===== src/rtl/mem_word_loader_pkg.sv =====
// Shared memory geometry, loader FSM states and the load range check.
// Imported by the word loader and by anything sharing the byte memory.
package mem_word_loader_pkg;

    localparam int MEM_DEPTH  = 2048;
    localparam int MEM_WIDTH  = 8;
    localparam int WORD_WIDTH = 2 * MEM_WIDTH;
    localparam int ADDR_WIDTH = $clog2(MEM_DEPTH);

    // Depth widened by two bits so base + 2*count never wraps.
    localparam logic [ADDR_WIDTH+1:0] DEPTH_X = (ADDR_WIDTH + 2)'(MEM_DEPTH);

    typedef enum logic [2:0] {
        ST_IDLE,
        ST_CHECK,
        ST_WAIT_WORD,
        ST_WR_HI,
        ST_WR_LO,
        ST_FIN
    } state_e;

    // A load is rejected if it starts on an odd byte or runs past the end.
    function automatic logic load_bad(
        input logic [ADDR_WIDTH-1:0] base,
        input logic [ADDR_WIDTH-1:0] cnt
    );
        logic [ADDR_WIDTH+1:0] end_x;
        end_x = {2'b00, base} + {1'b0, cnt, 1'b0};
        return base[0] || (end_x > DEPTH_X);
    endfunction

endpackage


===== src/rtl/mem_word_loader.sv =====
// Word loader: streams 16-bit words into byte memory, high byte first,
// and holds the CPU in reset until a load finishes without error.
module mem_word_loader
    import mem_word_loader_pkg::*;
(
    input  logic                  clock,
    input  logic                  nrst,
    input  logic                  start,
    input  logic [ADDR_WIDTH-1:0] base_addr,
    input  logic [ADDR_WIDTH-1:0] word_count,
    input  logic                  in_valid,
    input  logic [WORD_WIDTH-1:0] in_word,
    output logic                  in_ready,
    output logic                  mem_wr_en,
    output logic [ADDR_WIDTH-1:0] mem_addr,
    output logic [MEM_WIDTH-1:0]  mem_wr_data,
    output logic                  busy,
    output logic                  done,
    output logic                  err,
    output logic                  cpu_nrst
);

    state_e                state_q, state_d;
    logic [ADDR_WIDTH-1:0] ptr_q, ptr_d;
    logic [ADDR_WIDTH-1:0] count_q, count_d;
    logic [WORD_WIDTH-1:0] word_q, word_d;
    logic                  in_ready_q, in_ready_d;
    logic                  wr_en_q, wr_en_d;
    logic [ADDR_WIDTH-1:0] addr_q, addr_d;
    logic [MEM_WIDTH-1:0]  data_q, data_d;
    logic                  busy_q, busy_d;
    logic                  done_q, done_d;
    logic                  err_q, err_d;
    logic                  cpu_nrst_q, cpu_nrst_d;

    // State and registered outputs; reset drops everything to idle.
    always_ff @(posedge clock or negedge nrst) begin
        if (!nrst) begin
            state_q    <= ST_IDLE;
            ptr_q      <= '0;
            count_q    <= '0;
            word_q     <= '0;
            in_ready_q <= 1'b0;
            wr_en_q    <= 1'b0;
            addr_q     <= '0;
            data_q     <= '0;
            busy_q     <= 1'b0;
            done_q     <= 1'b0;
            err_q      <= 1'b0;
            cpu_nrst_q <= 1'b0;
        end else begin
            state_q    <= state_d;
            ptr_q      <= ptr_d;
            count_q    <= count_d;
            word_q     <= word_d;
            in_ready_q <= in_ready_d;
            wr_en_q    <= wr_en_d;
            addr_q     <= addr_d;
            data_q     <= data_d;
            busy_q     <= busy_d;
            done_q     <= done_d;
            err_q      <= err_d;
            cpu_nrst_q <= cpu_nrst_d;
        end
    end

    // Next state plus next output values, so every output is a flop.
    always_comb begin
        state_d    = state_q;
        ptr_d      = ptr_q;
        count_d    = count_q;
        word_d     = word_q;
        in_ready_d = 1'b0;
        wr_en_d    = 1'b0;
        addr_d     = addr_q;
        data_d     = data_q;
        busy_d     = busy_q;
        done_d     = 1'b0;
        err_d      = err_q;
        cpu_nrst_d = cpu_nrst_q;
        unique case (state_q)
            ST_IDLE: begin
                if (start) begin
                    ptr_d      = base_addr;
                    count_d    = word_count;
                    err_d      = 1'b0;
                    busy_d     = 1'b1;
                    cpu_nrst_d = 1'b0;
                    state_d    = ST_CHECK;
                end
            end
            ST_CHECK: begin
                if (load_bad(ptr_q, count_q)) begin
                    err_d   = 1'b1;
                    done_d  = 1'b1;
                    state_d = ST_FIN;
                end else if (count_q == '0) begin
                    done_d  = 1'b1;
                    state_d = ST_FIN;
                end else begin
                    in_ready_d = 1'b1;
                    state_d    = ST_WAIT_WORD;
                end
            end
            ST_WAIT_WORD: begin
                if (in_valid && in_ready_q) begin
                    word_d  = in_word;
                    wr_en_d = 1'b1;
                    addr_d  = ptr_q;
                    data_d  = in_word[WORD_WIDTH-1 -: MEM_WIDTH];
                    state_d = ST_WR_HI;
                end else begin
                    in_ready_d = 1'b1;
                end
            end
            ST_WR_HI: begin
                wr_en_d = 1'b1;
                addr_d  = ptr_q + ADDR_WIDTH'(1);
                data_d  = word_q[MEM_WIDTH-1:0];
                state_d = ST_WR_LO;
            end
            ST_WR_LO: begin
                count_d = count_q - ADDR_WIDTH'(1);
                if (count_q == ADDR_WIDTH'(1)) begin
                    done_d  = 1'b1;
                    state_d = ST_FIN;
                end else begin
                    ptr_d      = ptr_q + ADDR_WIDTH'(2);
                    in_ready_d = 1'b1;
                    state_d    = ST_WAIT_WORD;
                end
            end
            ST_FIN: begin
                busy_d     = 1'b0;
                cpu_nrst_d = ~err_q;
                state_d    = ST_IDLE;
            end
            default: begin
                state_d = ST_IDLE;
            end
        endcase
    end

    assign in_ready    = in_ready_q;
    assign mem_wr_en   = wr_en_q;
    assign mem_addr    = addr_q;
    assign mem_wr_data = data_q;
    assign busy        = busy_q;
    assign done        = done_q;
    assign err         = err_q;
    assign cpu_nrst    = cpu_nrst_q;

endmodule


===== config.mk =====
export PLATFORM = sky130hd
export DESIGN_NAME = mem_word_loader
export DESIGN_NICKNAME = d
export VERILOG_FILES = /design/src/rtl/mem_word_loader_pkg.sv /design/src/rtl/mem_word_loader.sv
export SDC_FILE = /design/constraint.sdc
export NUM_CORES = 1
export LEC_CHECK = 0
export CAP_MARGIN = 20
export CORE_MARGIN = 5
export CORE_UTILIZATION = 64
export CTS_CLUSTER_DIAMETER = 150
export DETAILED_ROUTE_END_ITERATION = 8
export DONT_BUFFER_PORTS = 1
export PLACE_DENSITY = 0.89
export SLEW_MARGIN = 0
export SYNTH_ARGS = -nofsm -noshare
export SYNTH_HDL_FRONTEND = slang
export SYNTH_SLANG_ARGS = --single-unit

===== constraint.sdc =====
create_clock -name clock -period 3.8 [get_ports clock]
set_input_delay 0.57 -clock clock [delete_from_list [all_inputs] [get_ports clock]]
set_output_delay 0.57 -clock clock [all_outputs]
set_load 0.05 [all_outputs]

==> summary.txt <==
Clocking
  • Post-CTS setup buffers: 0
  • CTS HTree Levels: 3
  • CTS tree: done
  • Clk_lat worst skew: 0.35 ns
  • CTS Hold Bufs: 1
  • CTS resizes: 0
  • Clock transition at path regs: about 0.08 ns
  • CTS Buf Count: 9
  • Sink Count: 58
  • Root Driver: clkbuf_8
  • Max Root-Sink Buffers: 2

Timing
  • Crit path time final: about 3.3 ns
  • Highest Clock Rate: ~300 MHz
  • Final setup vio count: 0
  • RSZ-0062 raised after global routing: false
  • Worst-Margin Slew: between 0.7 and 0.8 ns
  • Final clock skew: between 0.01 and 0.015 ns
  • Setup_tns: 0 ns
  • Fin crit share: between 80 and 90%
  • Hold Fails Final Rpt: 0
  • Rel. slew slack: between 50 and 60%
  • Fin. max-slew vios: 0

Global routing
  • Wire length of the first global-routing pass: 14600 microns
  • Tot GR Track Use: between 20% and 30%
  • Antenna violations before repair: 0
  • Number of global-route vias before repair: around 3000
  • Global route overflow: 0
  • Largest net degree at the start of global routing: just under 60

Critical path
  • Critical path data required time: slightly above 4 ns
  • Crit path arrival time: roughly 3.6 ns
  • Kind of critical path: flip-flop to flip-flop
  • Critical Path End Type: flip-flop
  • Crit start category: flip-flop
  • Highest net fanout along the worst path: 9

Status
  • Outcome: finished, final reports clean

Floorplanning
  • Rows: 27
  • Die Y-Extent: between 80 and 90 microns
  • Die area: 7040 sq um
  • I/O pin cnt: 67
  • Core area: about 5400 sq um
  • Chip width: 83.9 microns
  • Effective utilization at floorplan: 64.6%

Final layout
  • Filler instances: 427
  • Antenna diode count: 0
  • Layout cells sized above 1: a little under a tenth
  • Layout area overhead: 6.91%
  • Final #Nets: 462

Logic synthesis
  • YS warnings: 0
  • Cells after synthesis: between 400 and 500
  • Area contributors post-synth: dfrtp_1 42%, nor2_1 6.4%, o21ai_0 6.4%
  • Synth Area in Adders: approximately 5.6%
  • Mux cell area share after synthesis: ~5.2%
  • Area share of and/or/nand/nor cells after synthesis: between 20 and 25%
  • Synth Area in Compound Gates: between 20% and 30%
  • #FFs+latches synth: 58
  • Synth async-reset ratio: 100%
  • Unique masters post-synth: 54
  • Count leader, synth: nor2_1
  • Synth Area in XOR/XNOR: under 10%
  • Synthesized net count: ~460
  • Top FF cell, synth: dfrtp_1
  • Synthesized area: approximately 3500 sq um
  • Largest family of logic cells by synthesized area: compound AO/OA/AOI/OAI gates
  • Post-synth top cells: 60 x nor2_1, 58 x dfrtp_1, 45 x nand2_1, 45 x o21ai_0, 37 x a21oi_1
  • Yosys top cell by area: dfrtp_1
  • Sequential share of the synthesized area: 41.5%
  • Syn avg cell area: 8.58 sq um
  • Post-synth top area share: ~42%
  • EDFF count, synth: 0

Detailed routing
  • WL/cell: roughly 18 microns
  • Post-DRT Antenna Nets: 0
  • Via count: about 3000
  • Drt total wl: 8760 microns
  • DRC viols: 0
  • Via density: between 6 and 7
  • DR pass1 iterations: 6
  • Initial DRC count: roughly 350

Power
  • PwrDens: 1030 nW/um^2
  • Peak VDD IR: between 0.5 and 0.6 mV
  • Leakage: ~1.5 nW
  • Overall power: roughly 0.0038 W

Placement
  • Gpl congestion: 0.939
  • PortBufs: 0
  • Detailed Place HPWL: about 6300 microns

Run
  • MaxCap Viol Count: 0

Worst hold path
  • HP Class: input pin to asynchronous set/reset pin
## worst max-delay path, cell delays in order (launching register included)
cell	delay, ns
dfrtp_1	0.48
ha_1	0.28
fa_1	0.41
a211oi_1	0.44
o21a_1	0.20
o221ai_1	0.11
a211o_1	0.25
o41a_1	0.44
or4_4	0.53
nand3_1	0.10
## power by group
| part | internal (W) | total, W | switching (W) |
|---|---|---|---|
| clock network | 0.000260 | 0.000539 | 0.000278 |
| registers | 0.000891 | 0.00165 | 0.000755 |
| logic | 0.000701 | 0.00166 | 0.000956 |
## cells in the final DEF (no fill, tap or decap), types with 4 or more instances in the layout
cell,Yosys,routed
dfrtp_1,58,58
nand3_1,13,13
inv_1,9,9
xnor2_1,4,4
mux2_2,8,8
nand4_1,5,5
nor2_1,60,59
nand2_1,45,45
buf_4,0,7
ha_1,14,14
o22ai_1,9,9
clkbuf_8,0,10
a21oi_1,37,37
o21ai_0,45,45
nor4_1,5,5
nor3_1,8,8
mux2i_1,9,9
## sequential cells by signal, indices dropped and copies added, names as in the netlist
signal       count
mem_wr_en        1
cpu_nrst         1
mem_wr_data      8
busy             1
word_q           8
state_q          3
in_ready         1
count_q         11
err              1
ptr_q           11
mem_addr        11
done             1
## stage by stage
step,hold slack [ns],worst slack [ns],utilization [%],instance area [sq um],cells
3_3_place_gp,0.276,0.540,65.1,3520,465
3_5_place_dp,0.276,0.510,65.1,3520,465
6_report,0.0750,0.477,69.1,3730,482
2_1_floorplan,0.274,0.750,-,3490,407
4_1_cts,0.0801,0.474,69.1,3730,482
5_1_grt,0.0869,0.292,69.1,3730,482
## cell families (layout without fill, tap and decap cells)
family | count (synthesis) | after routing
muxes | 17 | 17
xor gates and xnor gates | 7 | 7
AOI/OAI and AO/OA | 123 | 123
DFF | 58 | 58
buffers and inverters | 30 | 33
adders and majority gates | 15 | 15
and+or+nand+nor | 157 | 157
## layout make-up
cell class	count	area, sq um	share of cell area, %
flip-flops and latches	58	1450	38.9
clock buffers	10	138	3.69
multi-input cells	319	1890	50.7
repair buffers	8	80.1	2.14
inverters	9	33.8	0.905
well taps	72	90.1	2.41
clock inverters	6	48.8	1.31
## final timing paths
path                                  startpoint                    endpoint  slack [ns]  cells after the start
max                         ptr_q[1]$_DFFE_PN0P_      state_q[1]$_DFFE_PN0P_        0.48                      9
min in group clock                  base_addr[0]        ptr_q[0]$_DFFE_PN0P_        0.34                      2
min                                         nrst     mem_addr[9]$_DFFE_PN0P_        0.08                      1
min reg2reg                word_q[1]$_DFFE_PN0P_  mem_wr_data[1]$_DFFE_PN0P_        0.49                      2
max reg2reg                 ptr_q[1]$_DFFE_PN0P_      state_q[1]$_DFFE_PN0P_        0.48                      9
max in group asynchronous                   nrst      count_q[0]$_DFFE_PN0P_        3.48                      1
## routing by layer
| layer | up-vias | wire [microns] | global-route usage, % |
|---|---|---|---|
| met4 | 0 | 110 | 8.92 |
| met2 | 142 | 4270 | 41.9 |
| met5 | - | 0 | 0 |
| met3 | 16 | 775 | 7.50 |
| met1 | 1465 | 3600 | 33.1 |
| li1 | 1467 | - | - |
(Power assumes the default switching activity.)
